`config.mk`:
```
export PLATFORM = sky130hd
export DESIGN_NAME = elevator_ctrl
export DESIGN_NICKNAME = d
export VERILOG_FILES = /design/src/rtl/elevator_ctrl.sv
export SDC_FILE = /design/constraint.sdc
export NUM_CORES = 1
export LEC_CHECK = 0
export CORE_MARGIN = 3
export CORE_UTILIZATION = 39
export CTS_CLUSTER_DIAMETER = 120
export DETAILED_ROUTE_END_ITERATION = 12
export DONT_BUFFER_PORTS = 1
export PLACE_DENSITY_LB_ADDON = 0.12
export REMOVE_ABC_BUFFERS = 1
export SLEW_MARGIN = 10
export SYNTH_ARGS = -nofsm -noshare
export SYNTH_HDL_FRONTEND = slang
export SYNTH_SLANG_ARGS = --single-unit
```
`constraint.sdc`:
```
create_clock -name clk -period 5.4 [get_ports clk]
set_clock_uncertainty 0.2 [all_clocks]
set_input_delay 0.54 -clock clk [delete_from_list [all_inputs] [get_ports clk]]
set_output_delay 0.54 -clock clk [all_outputs]
set_load 0.02 [all_outputs]
```
`src/rtl/elevator_ctrl.sv`:
```
// elevator_ctrl: single-car elevator controller with call latching, direction
// preference, timed travel/door phases and an absorbing emergency stop.
module elevator_ctrl #(
    parameter int NUM_FLOORS    = 3,
    parameter int FLOOR_W       = 4,
    parameter int TRAVEL_CYCLES = 8,
    parameter int DOOR_CYCLES   = 4
) (
    input  logic                  clk,
    input  logic                  reset,
    input  logic                  emerg_in,
    input  logic [NUM_FLOORS-1:0] floor_req,
    output logic [FLOOR_W-1:0]    cur_floor,
    output logic [FLOOR_W-1:0]    prev_floor,
    output logic [NUM_FLOORS-1:0] pending,
    output logic                  moving_up,
    output logic                  moving_down,
    output logic                  door_open,
    output logic                  emerg_out
);

    localparam int MAX_CYC = (TRAVEL_CYCLES > DOOR_CYCLES) ? TRAVEL_CYCLES : DOOR_CYCLES;
    localparam int CNT_W   = (MAX_CYC > 1) ? $clog2(MAX_CYC) : 1;
    localparam logic [CNT_W-1:0] TRAVEL_LAST = CNT_W'(TRAVEL_CYCLES - 1);
    localparam logic [CNT_W-1:0] DOOR_LAST   = CNT_W'(DOOR_CYCLES - 1);

    localparam logic [2:0] S_IDLE      = 3'd0;
    localparam logic [2:0] S_MOVE_UP   = 3'd1;
    localparam logic [2:0] S_MOVE_DOWN = 3'd2;
    localparam logic [2:0] S_DOOR_OPEN = 3'd3;
    localparam logic [2:0] S_EMERG     = 3'd4;

    logic [2:0]            state, state_n;
    logic [CNT_W-1:0]      cnt, cnt_n;
    logic [FLOOR_W-1:0]    cur_n, prev_n, nxt_floor;
    logic [NUM_FLOORS-1:0] pending_n, req_eff, clr_mask;
    logic                  last_up, last_up_n;
    logic                  emerg_n;
    logic                  here, above, below;

    // One-hot vector selecting floor f
    function automatic logic [NUM_FLOORS-1:0] floor_bit(input logic [FLOOR_W-1:0] f);
        floor_bit = '0;
        for (int i = 0; i < NUM_FLOORS; i++)
            if (FLOOR_W'(i) == f) floor_bit[i] = 1'b1;
    endfunction

    // Any call strictly above floor f
    function automatic logic any_above(input logic [NUM_FLOORS-1:0] v,
                                       input logic [FLOOR_W-1:0] f);
        any_above = 1'b0;
        for (int i = 0; i < NUM_FLOORS; i++)
            if (FLOOR_W'(i) > f && v[i]) any_above = 1'b1;
    endfunction

    // Any call strictly below floor f
    function automatic logic any_below(input logic [NUM_FLOORS-1:0] v,
                                       input logic [FLOOR_W-1:0] f);
        any_below = 1'b0;
        for (int i = 0; i < NUM_FLOORS; i++)
            if (FLOOR_W'(i) < f && v[i]) any_below = 1'b1;
    endfunction

    // Next-state logic; emergency overrides everything computed below it
    always_comb begin
        state_n   = state;
        cnt_n     = cnt;
        cur_n     = cur_floor;
        prev_n    = prev_floor;
        last_up_n = last_up;
        emerg_n   = emerg_out;
        req_eff   = floor_req;
        clr_mask  = '0;
        nxt_floor = cur_floor;
        here      = |(pending & floor_bit(cur_floor));
        above     = any_above(pending, cur_floor);
        below     = any_below(pending, cur_floor);

        case (state)
            S_IDLE: begin
                cnt_n = '0;
                if (here) begin
                    state_n  = S_DOOR_OPEN;
                    clr_mask = floor_bit(cur_floor);
                end else if (above && (last_up || !below)) begin
                    state_n   = S_MOVE_UP;
                    last_up_n = 1'b1;
                end else if (below) begin
                    state_n   = S_MOVE_DOWN;
                    last_up_n = 1'b0;
                end
            end
            S_MOVE_UP, S_MOVE_DOWN: begin
                if (cnt == TRAVEL_LAST) begin
                    nxt_floor = (state == S_MOVE_UP) ? cur_floor + FLOOR_W'(1)
                                                     : cur_floor - FLOOR_W'(1);
                    cur_n  = nxt_floor;
                    prev_n = cur_floor;
                    cnt_n  = '0;
                    // Decide on the floor just reached, not the one left
                    if (|(pending & floor_bit(nxt_floor))) begin
                        state_n  = S_DOOR_OPEN;
                        clr_mask = floor_bit(nxt_floor);
                    end else if (state == S_MOVE_UP ? any_above(pending, nxt_floor)
                                                    : any_below(pending, nxt_floor)) begin
                        state_n   = state;
                        last_up_n = (state == S_MOVE_UP);
                    end else begin
                        state_n = S_IDLE;
                    end
                end else begin
                    cnt_n = cnt + CNT_W'(1);
                end
            end
            S_DOOR_OPEN: begin
                // A call for the floor being served is already satisfied
                req_eff = floor_req & ~floor_bit(cur_floor);
                if (cnt == DOOR_LAST) begin
                    state_n = S_IDLE;
                    cnt_n   = '0;
                end else begin
                    cnt_n = cnt + CNT_W'(1);
                end
            end
            default: state_n = S_EMERG;
        endcase

        pending_n = (pending | req_eff) & ~clr_mask;

        if (emerg_in || state == S_EMERG) begin
            state_n   = S_EMERG;
            emerg_n   = 1'b1;
            pending_n = '0;
            cnt_n     = '0;
            cur_n     = cur_floor;
            prev_n    = prev_floor;
            last_up_n = last_up;
        end
    end

    // State and datapath registers
    always_ff @(posedge clk or posedge reset) begin
        if (reset) begin
            state      <= S_IDLE;
            cnt        <= '0;
            cur_floor  <= '0;
            prev_floor <= '0;
            pending    <= '0;
            last_up    <= 1'b1;
            emerg_out  <= 1'b0;
        end else begin
            state      <= state_n;
            cnt        <= cnt_n;
            cur_floor  <= cur_n;
            prev_floor <= prev_n;
            pending    <= pending_n;
            last_up    <= last_up_n;
            emerg_out  <= emerg_n;
        end
    end

    assign moving_up   = (state == S_MOVE_UP);
    assign moving_down = (state == S_MOVE_DOWN);
    assign door_open   = (state == S_DOOR_OPEN);

endmodule

```
==> results.md, run 1 <==
- The flow ran to the end, and the final reports show no timing, DRC or antenna violations.
- The synthesized netlist occupies a cell area of 1440 sq um.
- The clock insertion delay at the later pin of the skew report is 0.25 ns.
- Sorting the synthesized cells by how often they occur yields 18 x sky130_fd_sc_hd__dfrtp_1, 18 x sky130_fd_sc_hd__nor2_1, 13 x sky130_fd_sc_hd__a21oi_1.
- The leakage power total is 0.000655 uW.
- The final number of setup-violating endpoints is 0.
- Once placement finished, the instance area stood at 1430 sq um.
- The global-route usage over all layers is 0.164.
- Subtracting the final worst setup slack from the clock period gives 3.38 ns.
- Summed over all layers, the global routing overflow is 0.
- The initial detailed-routing violation count is 75.
- The worst-case vdd ir drop is 0.121 mV.
- The tightest min-delay check is of the input port to async pin type.
- For this run, the top clock speed supported by timing is 296 MHz.
- The global placement routability congestion is 0.817.
- The clock transition at the register clock pins on the worst setup and hold paths after CTS is 0.08 ns.
- The portion of the clock cycle consumed by the worst path in the final layout is 0.626.
- The clock net in this run drives a total of 19 sinks.
- Of the synthesized area, sequential elements account for 0.331.
- The async set-reset flop share out of synthesis is 1.00.
- The pre-antenna-repair detailed-routing pass consisted of 4 iterations.
- The final max-slew violation count was 0.
- The final count of hold timing violations came to 0.
- The share of synthesized area in the top cell type comes to 0.313.
- The worst setup path is captured at a flop.
- After detailed routing, the average wire length per cell comes to 16.5 microns.
- The floorplan step set the die height to 66.7 microns.
- The final hold slack is 0.106 ns.
- The finished layout cell area is 1470 sq um.
- The number of distinct library cells after synthesis is 46.
- Compared with the post-synthesis result, the final layout area differs by 2.35%.
- CTS built an H-tree with a depth of 1.
- The placed wire-length estimate is 2.47 mm.
- The class of the most critical setup path is flop to flop.
- For met2 alone, demand over resource in global routing was 0.240.
- The power density relative to cell area is 167 nW/um^2.
- The share of post-route cells with drive strength above 1 is 0.0968.
- The worst max-slew margin expressed relative to the limit is 0.489.
- The clock tree from TritonCTS is built.
- The count of hold buffers inserted by post-cts repair is 0.
- Setup slack closes at 2.02 ns.
- The number of buffers added for setup after CTS is 0.
- The starting utilization of the core area is 0.418.
- The maximum fanout along the worst path is 12.
- The largest buffer count on any clock path is 2.
- The number of instances in the synthesized netlist is 163.
- The Yosys warning count is 0.
- The die is 66.7 microns wide.
- The TritonCTS buffer count is 3.
- The post-placement worst setup slack is 2.08 ns.
- After floorplanning, the core was divided into 21 placement rows.
- The depth of the worst register-to-register path is 8.
- In the routed layout, each cell is associated on average with a via count of 5.75.
- The number of antenna-violating nets in the routed design is 0.
- The actual transition at the worst max-transition pin is 0.766 ns.
- The quantity of I/O buffers inserted on ports is 0.
- Data arrives at the worst endpoint at 3.30 ns.
- The largest stage delay on the critical path is 0.70 ns.
- The signal on the critical path passes through inv_1 > ha_1 > xnor2_4 > mux2_4 > or4b_4 > a211oi_2 > a41oi_1 > mux2i_1.
- Entering global routing, the biggest net connects 20 pins.
- The die covers 4450 sq um.
- The final-stage net count is 171.
- By area the synthesized netlist is led by sky130_fd_sc_hd__dfrtp_1 31%, sky130_fd_sc_hd__ha_1 7.8%, sky130_fd_sc_hd__nor2_1 4.7%.
- The via count of the first global-routing pass is 1098.
- The leading register cell type out of synthesis is sky130_fd_sc_hd__dfrtp_1.
- The clock root buffer is sky130_fd_sc_hd__clkbuf_8.
- The number of antenna violations at the first check in global routing is 0.
- The fraction of met1 tracks used by global routing is 0.242.
- The first-pass GRT wire length is 5.58 mm.
- The number of top-level pins is 21.
- The core footprint is 3440 sq um.
- The quantity of gates resized following cts is 0.
- The number of enable-type register cells in the synthesized netlist is 0.
- The number of antenna diodes in the final layout is 0.
- The worst setup path is launched from a flop.
- Setup repair after global routing left no endpoint under its margin.
- Synthesis inferred 19 register bits.
- The required time at the endpoint of the critical path is 5.32 ns.
- In the routed design, unresolved DRC markers number 0.
- The layer carrying the most global-route usage is met1.
- The worst-path cell with the longest stage delay is sky130_fd_sc_hd__dfrtp_1.
- The max-capacitance violation count is 0.
- The total detailed-routing wirelength is 3.32 mm.
- The total number of vias is 1156.
- The sum of negative setup slack is 0 ns.
- The largest area contributor in the netlist is sky130_fd_sc_hd__dfrtp_1.
- A synthesized cell averages 8.83 sq um.
- The routing usage on met3 is 0.0320.
final cells by class:
cell class,instances,area [sq um]
inverters,11,48.8
fillers,344,1970
multi-input cells,121,845
flip-flops and latches,19,477
clock buffers,4,45.0
well taps,46,57.6
power breakdown:
| group | switching, uW | leakage (uW) | internal, uW |
|---|---|---|---|
| Clock | 47.8 | 0.0000228 | 52.4 |
| Sequential | 0.00000397 | 0.000241 | 142 |
| Combinational | 2.93 | 0.000392 | 0.296 |
kinds of logic after synthesis:
family | count (synthesis) | share of synthesized area
AND/OR/NAND/NOR | 55 | 0.197
buffers and inverters | 23 | 0.0817
AO/OA/AOI/OAI | 39 | 0.171
adder cells (fa/ha/maj) | 9 | 0.0783
multiplexers | 12 | 0.0913
flip-flops | 19 | 0.331
XOR/XNOR | 6 | 0.0496
metrics by stage:
| stage | total power, uW | utilization | std cells |
|---|---|---|---|
| after floorplan | 147 | - | 151 |
| after global placement | 148 | 0.415 | 197 |
| after detailed placement | 148 | 0.415 | 197 |
| after CTS | 248 | 0.428 | 201 |
| after global routing | 256 | 0.428 | 201 |
| final | 246 | 0.428 | 201 |
sequential cells by signal (all words and copies together) (netlist names):
| signal | cells |
|---|---|
| last_up | 1 |
| prev_floor | 4 |
| emerg_out | 1 |
| pending | 3 |
| cnt | 3 |
| cur_floor | 4 |
| state | 3 |
metal layers:
metal / wire [microns] / vias up / part of all wire
li1: - / 552 / -
met1: 1540 / 567 / 0.46
met2: 1570 / 35 / 0.47
met3: 196 / 2 / 0.059
met4: 17 / 0 / 0.0051
met5: 0 / - / 0
cell usage in the layout, fill, tap and decap left out, types with 2 or more instances in the layout:
master                     count
sky130_fd_sc_hd__a221oi_1      3
sky130_fd_sc_hd__nand2b_1      4
sky130_fd_sc_hd__and3_1        2
sky130_fd_sc_hd__o21ai_0      11
sky130_fd_sc_hd__a21oi_1      13
sky130_fd_sc_hd__xnor2_1       4
sky130_fd_sc_hd__nor2_1       18
sky130_fd_sc_hd__mux2i_1       6
sky130_fd_sc_hd__or3_1         2
sky130_fd_sc_hd__or2b_1        2
sky130_fd_sc_hd__nor3_1        6
sky130_fd_sc_hd__mux2_2        5
sky130_fd_sc_hd__dfrtp_1      18
sky130_fd_sc_hd__nand2_1       8
sky130_fd_sc_hd__clkbuf_8      3
sky130_fd_sc_hd__inv_1        10
sky130_fd_sc_hd__nand3_1       5
sky130_fd_sc_hd__ha_1          9
worst max-delay path: cells and delay by family (launching register included):
family	cells	cell delay, ns
flip-flops	1	0.70
adder cells (fa/ha/maj)	1	0.58
AND/OR/NAND/NOR	1	0.51
multiplexers	2	0.48
AO/OA/AOI/OAI	2	0.33
buffers and inverters	1	0.26
XOR/XNOR	1	0.17
path summary, 6_finish.rpt:
path / from / endpoint / slack, ns
hold reg to reg: cnt[0] / cnt[0] / 0.31
setup reg to reg: cur_floor[0] / state[1] / 2.02
hold / removal: reset / prev_floor[2] / 0.11
setup / recovery: cur_floor[0] / state[1] / 2.02
min in group clk: emerg_in / state[0] / 0.27
max in group asynchronous: reset / state[1] / 4.41
Power figures use the tool's default switching activity.
==> run 2: changes to the inputs <==
==> constraint.sdc (replaced) <==
create_clock -name clk -period 3 [get_ports clk]
set_clock_uncertainty 0.2 [all_clocks]
set_input_delay 0.3 -clock clk [delete_from_list [all_inputs] [get_ports clk]]
set_output_delay 0.3 -clock clk [all_outputs]
set_load 0.02 [all_outputs]
==> run 2 against run 1 <==
Core utilization up 2.7 points. Worst hold slack lost 0.073 ns. Global-route usage increased by 0.44 points. Cell area grew 6.3%. Sequential power increased by 80%. Routed wire length barely moved. Critical path depth unchanged. Maximum frequency increased by 18%.
==> results.md, run 2 (synthesis gave the netlist of run 1 again) <==
- The die outline height was 66.7 microns (unchanged).
- The power share of the sequential group was 0.584 (+0.005).
- The final-stage net count is 183 (+7.0%).
- The H-tree depth reported by CTS was 1 (unchanged).
- The power density relative to cell area was 280 nW/um^2 (+68%).
- The pin count of the biggest net entering global routing is 20 (unchanged).
- The via count of the first global-routing pass is 1221 (+11%).
- The max-capacitance violation count is 0 (unchanged).
- The largest buffer count on any clock path is 2 (unchanged).
- The total number of vias is 1194 (+3.3%).
- The quantity of gates resized following cts is 0 (unchanged).
- The end of the worst register-to-register path is state[0].
- The global-route usage over all layers was 0.168 (+0.00442).
- The kind of end point of the critical path is a flop.
- The total detailed-routing wirelength is 3.32 mm (about the same).
- TritonCTS built the clock tree.
- The met2 wire length came to 1.50 mm (-4.4%).
- The largest stage delay on the critical path came to 0.58 ns (-0.12 ns).
- The kind of cell with the highest combined delay along the critical path is simple AND/OR/NAND/NOR gates.
- The placed wire-length estimate was 2.59 mm (+4.9%).
- The largest registers in the layout are cur_floor: 4 flops, prev_floor: 4 flops.
- The sum of negative setup slack is 0 ns (unchanged).
- The core footprint is 3440 sq um (unchanged).
- The required time at the endpoint of the critical path is 2.92 ns (-2.40 ns).
- The number of antenna violations at the first check in global routing was 0 (unchanged).
- The clock network fraction of total power is 0.401 (-0.007).
- The floorplan die area is 4450 sq um (unchanged).
- The internal power consumption was 352 uW (+81%).
- The most critical setup path has its endpoint at state[0].
- The horizontal extent of the die came to 66.7 microns (unchanged).
- The residual DRC count is 0 (unchanged).
- The number of buffers added for setup after CTS is 0 (unchanged).
- The routed metal-1 wire length was 1.59 mm (+3.3%).
- Leaving out fill and tap cells, the most frequent cells in the layout are 18 x sky130_fd_sc_hd__nor2_1, 18 x sky130_fd_sc_hd__dfrtp_1, 13 x sky130_fd_sc_hd__a21oi_1.
- The combinational group share of total power was 0.015 (+0.002).
- The floorplan row count was 21 (unchanged).
- The maximum fanout along the worst path is 8 (-4).
- The number of iterations in the first detailed-routing pass is 4 (unchanged).
- The startpoint identified for the worst register-to-register timing path is state[1].
- The quantity of I/O buffers inserted on ports is 0 (unchanged).
- The flow ran to the end, and the final reports show no timing, DRC or antenna violations.
- The number of antenna-violating nets in the routed design is 0 (unchanged).
- The worst max-slew margin expressed relative to the limit is 0.514 (+0.0256).
- The number of inserted diodes is 0 (unchanged).
- The number of top-level pins came to 21 (unchanged).
- The clock root buffer is sky130_fd_sc_hd__clkbuf_8.
- The clock transition at the register clock pins on the worst setup and hold paths after CTS is 0.07 ns (about the same).
- The share of post-route cells with drive strength above 1 is 0.156 (+0.0589).
- The post-synthesis to final-layout area growth is 8.78%.
- The switching share of power came to 0.197 (-0.00951).
- The minimum setup slack among reg-to-reg paths is 0.14 ns (-1.89 ns).
- The detailed route wirelength on metal3 is 173 microns (-12%).
- The count of hold buffers inserted by post-cts repair is 1 (+1).
- The final critical-path setup slack was 0.136 ns (-1.89 ns).
- Walking the worst path, the cells encountered are or3b_1 > inv_8 > xnor2_4 > mux2_4 > or4b_4 > a211oi_2 > a41oi_1 > mux2i_1.
- The signal arrival time at the worst endpoint is 2.79 ns (-0.51 ns).
- The depth of the worst register-to-register path is 8 (unchanged).
- The total buffers and inverters traversed by the critical path came to 1 (unchanged).
- The clock insertion delay at the later pin of the skew report is 0.26 ns (about the same).
- The first-pass GRT wire length is 5.74 mm (+2.8%).
- The post-placement worst setup slack is 0.143 ns (-1.93 ns).
- The final max-slew violation count is 0 (unchanged).
- The uppermost metal layer occupied by signal nets is met4.
- The critical path is of the flop to flop type.
- The clock sink count is 19 (unchanged).
- The actual transition at the worst max-transition pin was 0.728 ns (-0.0384 ns).
- Setup repair after global routing left no endpoint under its margin.
- The TritonCTS buffer count is 3 (unchanged).
- The via count normalized by instance count is 5.61 (-2.5%).
- The worst-case vdd ir drop came to 0.245 mV (+100%).
- The power dissipated by switching net loads is 86.4 uW (+70%).
- The leakage power total was 0.000713 uW (+8.8%).
- The initial detailed-routing violation count was 38 (-49%).
- The minimum period implied by the final worst setup slack was 2.86 ns (-0.514 ns).
- The final count of hold timing violations is 0 (unchanged).
- The aggregate global routing overflow came to 0 (unchanged).
- The final number of setup-violating endpoints is 0 (unchanged).
- The routed length per placed instance was 15.6 microns (-5.6%).
- The portion of the clock cycle consumed by the worst path in the final layout is 0.955 (+0.329).
- The largest individual stage delay along the critical path comes from the cell sky130_fd_sc_hd__or3b_1.
- The min-delay analysis places its worst path in the category input port to flop.
- The critical path startpoint category is a flop.
- The global placement routability congestion is 0.796 (-2.5%).
- The maximum frequency from static timing analysis came to 349 MHz (+18%).
- The number of gates on the worst path with buffers counted came to 8 (unchanged).
- Tracing the worst setup path back leads to its startpoint at state[1].
- The starting utilization of the core area came to 0.418 (unchanged).
## run 2: cell count changes in the layout (fill, tap and decap cells not counted), sizes merged
cell | before | now
buf | 0 | 11
dlygate4sd3 | 0 | 1
## run 2: per-layer routing
metal,track usage,up-vias
met2,0.262,34
met3,0.0253,6
met4,0.0711,0
met1,0.230,575
li1,-,579
met5,0,-
## run 2: cell type report
| class | instances | area, sq um |
|---|---|---|
| Sequential cell | 19 | 477 |
| Inverter | 11 | 48.8 |
| Timing Repair Buffer | 12 | 92.6 |
| Clock buffer | 4 | 45.0 |
| Tap cell | 46 | 57.6 |
| Fill cell | 347 | 1880 |
| Multi-Input combinational cell | 121 | 845 |
## run 2: worst reg2reg max path, cell delays in order, from the launching register on
cell and delay [ns]:
sky130_fd_sc_hd__dfrtp_1 0.37, sky130_fd_sc_hd__or3b_1 0.58, sky130_fd_sc_hd__inv_8 0.14, sky130_fd_sc_hd__xnor2_4 0.12, sky130_fd_sc_hd__mux2_4 0.32, sky130_fd_sc_hd__or4b_4 0.51
sky130_fd_sc_hd__a211oi_2 0.23, sky130_fd_sc_hd__a41oi_1 0.10, sky130_fd_sc_hd__mux2i_1 0.17
## run 2: worst min path at each step
| stage | from | to | slack (ns) | cells after the start |
|---|---|---|---|---|
| after detailed placement | reset | emerg_out | 0.15 | 1 |
| after CTS | floor_req[2] | pending[2] | 0.03 | 2 |
| after global routing | emerg_in | state[1] | 0.06 | 2 |
| after global placement | reset | emerg_out | 0.14 | 1 |
| final | floor_req[2] | pending[2] | 0.03 | 2 |
| after floorplan | reset | cnt[0] | 0.05 | 1 |
## run 2: power groups by stage
stage	Combinational (uW)	Clock [uW]	Sequential, uW
final	6.54	176	256
after global routing	7.62	194	256
after CTS	6.99	183	256
after detailed placement	5.99	0	261
after global placement	5.82	0	261
after floorplan	4.40	0	261
## run 2: through the flow
step | instance area, sq um | utilization | total power (uW) | instances | hold WS, ns
3_5_place_dp | 1510 | 0.439 | 267 | 208 | 0.153
2_1_floorplan | 1370 | - | 265 | 151 | 0.0504
4_1_cts | 1570 | 0.455 | 446 | 213 | 0.0336
6_report | 1570 | 0.455 | 438 | 213 | 0.0338
3_3_place_gp | 1510 | 0.439 | 267 | 208 | 0.142
5_1_grt | 1570 | 0.455 | 458 | 213 | 0.0552
==> run 3: changes to the inputs <==
--- a/config.mk
+++ b/config.mk
@@ -5,6 +5,8 @@
 export SDC_FILE = /design/constraint.sdc
 export NUM_CORES = 1
 export LEC_CHECK = 0
+export CELL_PAD_IN_SITES_DETAIL_PLACEMENT = 0
+export CELL_PAD_IN_SITES_GLOBAL_PLACEMENT = 1
 export CORE_MARGIN = 3
 export CORE_UTILIZATION = 39
 export CTS_CLUSTER_DIAMETER = 120
==> constraint.sdc (replaced) <==
create_clock -name clk -period 2.45 [get_ports clk]
set_clock_uncertainty 0.2 [all_clocks]
set_input_delay 0.245 -clock clk [delete_from_list [all_inputs] [get_ports clk]]
set_output_delay 0.245 -clock clk [all_outputs]
set_load 0.02 [all_outputs]
==> run 3 against run 2 <==
The flow now finishes with violations (negative setup slack). Critical path depth unchanged. Total power increased by 24%. Global-route usage increased by 1.7 points. Die area unchanged. Critical path type unchanged.
==> results.md, run 3 (synthesis gave the netlist of run 1 again) <==
- The flow ran to the end, but the final reports show violations.
- The final reports fail on negative setup slack.
- The quantity of I/O buffers inserted on ports was 0 (unchanged).
- The clock insertion delay at the later pin of the skew report is 0.25 ns (about the same).
- The final number of setup-violating endpoints is 6 (+6).
- The total number of vias is 1349 (+13%).
- The maximum frequency from static timing analysis is 380 MHz (+8.9%).
- The via count normalized by instance count is 5.35 (-4.5%).
- The leading cell type in the layout, fill and taps excluded is sky130_fd_sc_hd__buf_4.
- The first-pass GRT wire length is 6.27 mm (+9.3%).
- The clock sink count came to 19 (unchanged).
- The global placement routability congestion came to 0.800 (+0.41%).
- The floorplan row count is 21 (unchanged).
- The sum of negative setup slack is -0.773 ns (-0.773 ns).
- The count of placed standard cells including taps is 237 (+14%).
- In the layout the commonest cells are 47 x sky130_fd_sc_hd__buf_4, 18 x sky130_fd_sc_hd__dfrtp_1, 16 x sky130_fd_sc_hd__nor2_1.
- The total detailed-routing wirelength is 3.81 mm (+15%).
- The core footprint is 3440 sq um (unchanged).
- The pin count of the biggest net entering global routing is 20 (unchanged).
- The number of filler cells placed in the layout was 327 (-5.8%).
- The number of antenna-violating nets in the routed design is 0 (unchanged).
- The clock root buffer is sky130_fd_sc_hd__clkbuf_8.
- The final hold slack is 0.0220 ns (-0.0119 ns).
- The portion of the clock cycle consumed by the worst path in the final layout is 1.07 (+0.119).
- The H-tree depth reported by CTS is 1 (unchanged).
- The number of iterations in the first detailed-routing pass is 4 (unchanged).
- The global-route usage over all layers came to 0.186 (+0.0174).
- The actual transition at the worst max-transition pin was 0.741 ns (+0.0126 ns).
- The final max-slew violation count is 0 (unchanged).
- The post-synthesis to final-layout area growth is 34.4%.
- The worst-case vdd ir drop is 0.345 mV (+41%).
- The share of post-route cells with drive strength above 1 was 0.388 (+0.233).
- The largest stage delay on the critical path is 0.49 ns (-0.09 ns).
- The largest buffer count on any clock path is 2 (unchanged).
- The required time at the endpoint of the critical path is 2.38 ns (-0.54 ns).
- The number of top-level pins is 21 (unchanged).
- The leakage power total was 0.000886 uW (+24%).
- The final count of hold timing violations is 0 (unchanged).
- The critical path startpoint category is a flop.
- The worst setup path is captured at a flop.
- The number of antenna violations at the first check in global routing is 0 (unchanged).
- The power density relative to cell area was 281 nW/um^2 (+0.52%).
- TritonCTS built the clock tree.
- The total power is 545 uW (+24%).
- The aggregate global routing overflow is 0 (unchanged).
- The largest registers in the layout are cur_floor: 4 flops, prev_floor: 4 flops.
- The final critical-path setup slack is -0.179 ns (-0.316 ns).
- The horizontal extent of the die is 66.7 microns (unchanged).
- The minimum period implied by the final worst setup slack is 2.63 ns (-0.234 ns).
- The worst max-slew margin expressed relative to the limit came to 0.506 (-0.00843).
- The clock transition at the register clock pins on the worst setup and hold paths after CTS is 0.08 ns (about the same).
- The post-placement worst setup slack is -0.324 ns (-0.467 ns).
- The max-capacitance violation count is 0 (unchanged).
- The tightest min-delay check is of the input port to flop type.
- The residual DRC count was 0 (unchanged).
- The placed wire-length estimate is 2.90 mm (+12%).
- The initial detailed-routing violation count was 92 (+140%).
- Setup repair after global routing could not meet its margin everywhere.
- The final-stage net count is 222 (+21%).
- The critical path is of the flop to flop type.
- The die outline height was 66.7 microns (unchanged).
- The routed length per placed instance came to 15.1 microns (-2.9%).
- The floorplan die area was 4450 sq um (unchanged).
- The starting utilization of the core area is 0.418 (unchanged).
- The signal arrival time at the worst endpoint is 2.56 ns (-0.23 ns).
- The number of standard cells in the final layout excluding fillers is 252 (+18%).
- The via count of the first global-routing pass is 1354 (+11%).
- Traced cell by cell, the critical path runs through or3b_4 > inv_8 > xnor2_4 > mux2_4 > or4b_4 > a211oi_2 > a41oi_2 > mux2i_1.
- The maximum fanout along the worst path is 4 (-4).
- The number of inserted diodes was 0 (unchanged).
- The TritonCTS buffer count is 3 (unchanged).
- The worst-path cell with the longest stage delay is sky130_fd_sc_hd__or4b_4.
-- run 3: layout make-up --
cell class                 count  area, sq um  share of cell area
timing repair buffer          51          394               0.204
tap                           46         57.6              0.0298
sequential                    19          477               0.246
clock inverter                 1         5.00             0.00259
inverter                      11         48.8              0.0252
multi-input combinational    121          911               0.471
clock buffer                   3         41.3              0.0213
-- run 3: path summary, 6_finish.rpt --
check / start / to / slack [ns] / cells after the start
worst max-delay path: state[2] / state[0] / -0.18 / 8
worst min-delay path: floor_req[0] / pending[0] / 0.02 / 2
worst max register to register: state[2] / state[0] / -0.18 / 8
worst min register to register: cnt[0] / cnt[0] / 0.30 / 1
max in group asynchronous: reset / state[2] / 1.23 / 2
min in group asynchronous: reset / cur_floor[1] / 0.36 / 2
-- run 3: through the flow --
stage	area, sq um	utilization
final	1930	0.562
after detailed placement	1730	0.502
after global placement	1730	0.502
after CTS	1880	0.547
after global routing	1930	0.562
after floorplan	1370	-
-- run 3: what timing repair did --
item | CTS | global route
endpoints found under the setup margin | 6 | 6
pin swaps | 5 | 3
gates resized for setup | 10 | 9
setup buffers | 5 | 3
hold endpoints to repair | 21 | 0
hold buffers | 3 | 0
-- run 3: metal layers --
layer  GRT usage  wire length [microns]  vias to the layer above
li1            -                      -                      661
met1       0.247                   1750                      644
met5           0                      0                        -
met2       0.301                   1800                       36
met4      0.0558                     76                        0
met3      0.0388                    183                        8
-- run 3: critical path: cells and delay by family, from the launching register on --
kind / cells / cell delay (ns)
AO/OA/AOI/OAI: 2 / 0.30
XOR/XNOR: 1 / 0.11
flip-flops: 1 / 0.38
buffers and inverters: 1 / 0.09
AND/OR/NAND/NOR: 2 / 0.95
multiplexers: 2 / 0.48
-- run 3: where the power goes --
part	internal [uW]	switching (uW)
Combinational	3.78	7.09
Sequential	313	0.0000140
Clock	113	107
